[src/rtl/contador_pkg.sv]
// Shared definitions for the down-counter family: default width, the
// all-ones reset value helper and the JK command encoding {J,K}.
package contador_pkg;

  localparam int WIDTH_DEFAULT = 6;
  localparam int WIDTH_MAX     = 16;

  // JK command encoding, packed as {J, K}
  localparam logic [1:0] JK_HOLD   = 2'b00;
  localparam logic [1:0] JK_RESET  = 2'b01;
  localparam logic [1:0] JK_SET    = 2'b10;
  localparam logic [1:0] JK_TOGGLE = 2'b11;

  // All-ones value for a counter of the given width (upper bits zero)
  function automatic logic [WIDTH_MAX-1:0] reset_value(input int width);
    logic [WIDTH_MAX-1:0] v;
    v = '0;
    for (int i = 0; i < WIDTH_MAX; i++) begin
      if (i < width) begin
        v[i] = 1'b1;
      end
    end
    return v;
  endfunction

endpackage

[src/rtl/contador_decrescente_6bits_jk_ff_rst.sv]
// Falling-edge JK flip-flop with asynchronous active-low reset.
// PRESET selects the value forced while rst_n is low.
module jk_ff_rst
  import contador_pkg::*;
#(
  parameter logic PRESET = 1'b1
) (
  input  logic clk,
  input  logic rst_n,
  input  logic j,
  input  logic k,
  output logic q
);

  logic q_reg;

  // JK behaviour on the falling edge; reset overrides asynchronously
  always_ff @(negedge clk or negedge rst_n) begin
    if (!rst_n) begin
      q_reg <= PRESET;
    end else begin
      case ({j, k})
        JK_HOLD:  q_reg <= q_reg;
        JK_RESET: q_reg <= 1'b0;
        JK_SET:   q_reg <= 1'b1;
        default:  q_reg <= ~q_reg;
      endcase
    end
  end

  assign q = q_reg;

endmodule

[src/rtl/contador_decrescente_6bits.sv]
// Synchronous down counter built from JK flip-flops, all clocked by clk.
// Parallel load beats count enable; tc drives the next stage's en when
// cascading, so tc is high only in the cycle that will wrap 0 -> all ones.
module contador_decrescente_6bits
  import contador_pkg::*;
#(
  parameter int WIDTH = WIDTH_DEFAULT
) (
  input  logic             clk,
  input  logic             rst_n,
  input  logic             en,
  input  logic             load,
  input  logic [WIDTH-1:0] d,
  output logic [WIDTH-1:0] q,
  output logic             zero,
  output logic             tc
);

  localparam logic [WIDTH_MAX-1:0] RST_VAL = reset_value(WIDTH);

  logic [WIDTH-1:0] q_bits;
  logic [WIDTH-1:0] t_chain;

  // Bit i toggles when every lower bit is 0 (borrow propagation)
  assign t_chain[0] = 1'b1;

  genvar gi;
  generate
    for (gi = 1; gi < WIDTH; gi++) begin : g_toggle
      assign t_chain[gi] = t_chain[gi-1] & ~q_bits[gi-1];
    end

    for (gi = 0; gi < WIDTH; gi++) begin : g_bit
      logic [1:0] jk_cmd;

      // Per-bit JK command: load forces d, en toggles along the chain
      always_comb begin
        jk_cmd = JK_HOLD;
        if (load) begin
          jk_cmd = d[gi] ? JK_SET : JK_RESET;
        end else if (en) begin
          jk_cmd = t_chain[gi] ? JK_TOGGLE : JK_HOLD;
        end
      end

      jk_ff_rst #(
        .PRESET (RST_VAL[gi])
      ) u_ff (
        .clk   (clk),
        .rst_n (rst_n),
        .j     (jk_cmd[1]),
        .k     (jk_cmd[0]),
        .q     (q_bits[gi])
      );
    end
  endgenerate

  assign q    = q_bits;
  assign zero = (q_bits == '0);
  assign tc   = en & ~load & zero;

endmodule

[config.mk]
export PLATFORM = sky130hd
export DESIGN_NAME = contador_decrescente_6bits
export DESIGN_NICKNAME = d
export VERILOG_FILES = /design/src/rtl/contador_pkg.sv /design/src/rtl/contador_decrescente_6bits_jk_ff_rst.sv /design/src/rtl/contador_decrescente_6bits.sv
export SDC_FILE = /design/constraint.sdc
export NUM_CORES = 1
export LEC_CHECK = 0
export ABC_AREA = 1
export CORE_AREA = 2 2 39 41
export DETAILED_ROUTE_END_ITERATION = 6
export DIE_AREA = 0 0 41 43
export SYNTH_ARGS = -nofsm -noshare
export SYNTH_HDL_FRONTEND = slang
export SYNTH_SLANG_ARGS = --single-unit
export TNS_END_PERCENT = 1
[constraint.sdc]
create_clock -name clk -period 3.2 [get_ports clk]
set_clock_uncertainty 0.05 [all_clocks]
set_input_delay 0.64 -clock clk [delete_from_list [all_inputs] [get_ports clk]]
set_output_delay 0.64 -clock clk [all_outputs]
set_load 0.02 [all_outputs]
# After elaboration in Yosys (flattened, before gate mapping)
# Cells that the tools add are included.
[word_totals] ff_bits=6 input_bits=10 out_inout_bits=8 word_cells=67
[op_classes] n_eq_ne=12 mux=29 n_bitwise=13 reduce_logical=7
[ops] op="$mux W2" n=23
[ops] op="$pmux W1 S3" n=6
[ops] op="$eq A2 B1 Y1 const B" n=6
[ops] op="$eq A2 B2 Y1 const B" n=6
[ops] op="$logic_not A2 Y1" n=6
[ops] op="$not A1 Y1" n=7
[ops] op="$and A1 B1 Y1" n=6
[ops] op="$logic_not A6 Y1" n=1

# Longest topological paths before layout
[logic_depth] word_depth=10 mapped_depth=6 ltp_nobuf=5

# By module
# A second synthesis with hierarchy kept.
[hier_totals] cells_unflattened=120 hier_area_um2=742.0
[by_module_without_submodules] module="jk_ff_rst" instances=6 cells_per_inst=14 area_each_um2=93.8 seq_area_each_um2=26.3
[by_module_without_submodules] module="contador_decrescente_6bits" instances=1 cells_per_inst=36 area_each_um2=178.9 seq_area_each_um2=0.0

==> results.cfg <==
[outcome]
status = finished, violations left
failed_checks = setup timing

[clocking]
tritoncts.num_buffers = 3
path_clk_slew_ns = 0.04
cts_sinks = 6
root_buffer = clkbuf_4
tritoncts = done
max-clock-path-buffers = 2
htreeDepth = 1
clock_latency_ns = 0.31

[logic_synthesis]
synthesis.instances = 61
synth-edff-count = 0
ys_dominant_reg_cell = dfstp_2
postSynthNetCount = 71
synth_commonest_cells = nand2_1 (18), buf_4 (6), dfstp_2 (6), inv_1 (6)
post_synth.cell_area_avg_um2 = 7.26
post_synth_num_cell_types = 18
synth-seq-cells = 6
netlist_area_um2 = 443
yosys.area.top_type = dfstp_2
synth_top_area_share = 0.356
synth_sequential_area_ratio = 0.356
async_reset_ff_frac = 1.00
yosysMostFrequentCell = nand2_1
synth.top_cells.by_area = dfstp_2 (36%), nand2_1 (15%), buf_4 (10%), buf_6 (5.1%), inv_1 (5.1%)
synth_warnings = 0

[pwr]
peakVddDrop_uv = 268
post-layout-total-power_w = 0.000343
powerDensity_mw_per_mm2 = 447
leakage_nw = 0.393
seqPwrFrac = 0.309
internal_power_w = 0.000223
switching_share = 0.349
clock_power_share = 0.296
pwr-share-comb = 0.395
netSwitchingPower_w = 0.000120

[grt]
grt.busiest_layer = met2
grt_use_total = 0.159
grt_start_max_net_pins = 7
gr_layer_usage_met2 = 0.244
m3_gr_usage = 0.105
gr-usage-met1 = 0.163
grt_first_pass_wirelength_um = 1860
first_global_vias = 469
grt_antenna_before_repair = 0
globalRoute.totalOverflow = 0

[setup_path]
critPathArrivalTime_ns = 2.84
critical_path_required_ns = 2.51
timing.setup.critical_path_class = reg2out
reg2reg_setup_slack_ns = 2.03
critical_path_peak_fanout = 2
crit_path_end_kind = output pin
critical_path.startpoint_type = register

[final_layout]
antenna_cells = 0
drive_above_1_share = 0.396
area_of_the_multi_input_gates_um2 = 210
final_std_cells_w_o_fill = 107
finish.instance_area_um2 = 767
flow.area_growth_from_synthesis_pct = 73.2
final_net_count = 103
largest_reg_flops = 6
num-fill-cells = 142
final-seq-area_um2 = 158

[worst_hold_path]
worst_hold_path_type = reg2reg

[sta]
fin_ws_ns = -0.332
drv_slew = 0
rsz_0062_raised_after_global_routing = true
finalHoldViolCount = 0
worst_margin_slew_ns = 0.282
headroom_to_the_max_slew_limit = 0.811
finalSetupViolations = 8

[routing]
dr_total_vias = 501
drt_first_pass_iters = 4
wl_per_cell_um = 10.8
drt_wl_total_um = 1150
drt_iter0_markers = 6
viasPerCell = 4.68
ant_nets = 0
remaining_drc_errors = 0

[floorplan]
die-area_mm2 = 0.00176
die-height_um = 43
die_width_um = 41
std_cell_rows = 14
core_mm2 = 0.00138
count_of_boundary_i_o_pins = 18
floorplan.initialDensity = 0.320

[placement]
detailedPlacementHpwl_um = 789
dpl_cell_area_um2 = 684
port-buffer-count = 17
gp_routability_congestion = 0.725
placedCellCount = 98

[flow_run]
cap_viol_max_count = 0
[worst max-delay path, cell delays in order, from the launching register on]
cell,delay (ns)
dfstp_2,0.37
nor2_4,0.11
nand4_1,0.15
nor3_4,0.16
buf_6,0.14
[power groups by stage]
stage / combinational (W) / sequential (W) / clock, W
floorplan: 0.0000663 / 0.000107 / 0.0000136
global placement: 0.000123 / 0.000104 / 0.0000136
detailed placement: 0.000123 / 0.000104 / 0.0000136
CTS: 0.000137 / 0.000106 / 0.000106
global route: 0.000147 / 0.000107 / 0.000125
finish: 0.000136 / 0.000106 / 0.000102
[path summary, 6_finish.rpt]
check	depth (start not counted)	startpoint	to
setup / recovery	4	g_bit[0].u_ff.q	tc
hold / removal	3	g_bit[2].u_ff.q	g_bit[2].u_ff.q
setup reg to reg	6	g_bit[3].u_ff.q	g_bit[5].u_ff.q
hold reg to reg	3	g_bit[2].u_ff.q	g_bit[2].u_ff.q
max in group asynchronous	1	rst_n	g_bit[3].u_ff.q
min in group asynchronous	1	rst_n	g_bit[0].u_ff.q
[what timing repair did]
action	4_1_cts	5_1_grt
hold endpoints to repair	0	0
gates cloned	0	0
endpoints found under the setup margin	8	9
resized for setup	54	1
pin swaps	2	0
hold buffers	0	0
setup buffers	1	0
[cell type report]
cell class | instances | share of cell area
clock inverter | 6 | 0.0294
multi-input combinational | 40 | 0.274
clock buffer | 3 | 0.0294
inverter | 6 | 0.0294
tap | 16 | 0.0261
sequential | 6 | 0.206
timing repair buffer | 30 | 0.406
[cell families after synthesis]
kind of cell | after synthesis | synth area share
AO/OA/AOI/OAI | 9 | 0.113
XOR/XNOR | 1 | 0.0198
buffers and inverters | 15 | 0.212
flip-flops | 6 | 0.356
AND/OR/NAND/NOR | 30 | 0.299
[stage by stage]
step	TNS [ns]	setup WS [ns]	util	hold WS, ns
global placement	-3.46	-0.486	0.495	0.546
floorplan	-0.00464	-0.00464	-	0.416
detailed placement	-3.60	-0.509	0.495	0.550
CTS	-1.57	-0.342	0.552	0.541
finish	-1.50	-0.332	0.554	0.537
global route	-1.92	-0.378	0.554	0.570
[layout by cell type (no fill, tap or decap)]
cell and instances:
nor2_2 1, nor3_4 1, clkbuf_4 3, or2_4 1, xor2_1 1, o31ai_1 1
o21ai_0 4, dfstp_2 6, a21oi_1 1, nor2_1 3, nand3_1 3, a31oi_1 2
nand4_1 2, buf_12 1, nand2_1 17, inv_1 11, inv_2 1, dlymetal6s2s_1 1
clkdlybuf4s50_1 8, nor2_4 1, buf_6 13, o21ai_1 1, buf_4 7, nand2_2 1
[metal layers]
metal / part of all wire / vias to the layer above
met2: 0.52 / 17
met4: 0.015 / 0
li1: - / 251
met3: 0.075 / 2
met5: 0 / -
met1: 0.39 / 231
(Power assumes the default switching activity.)
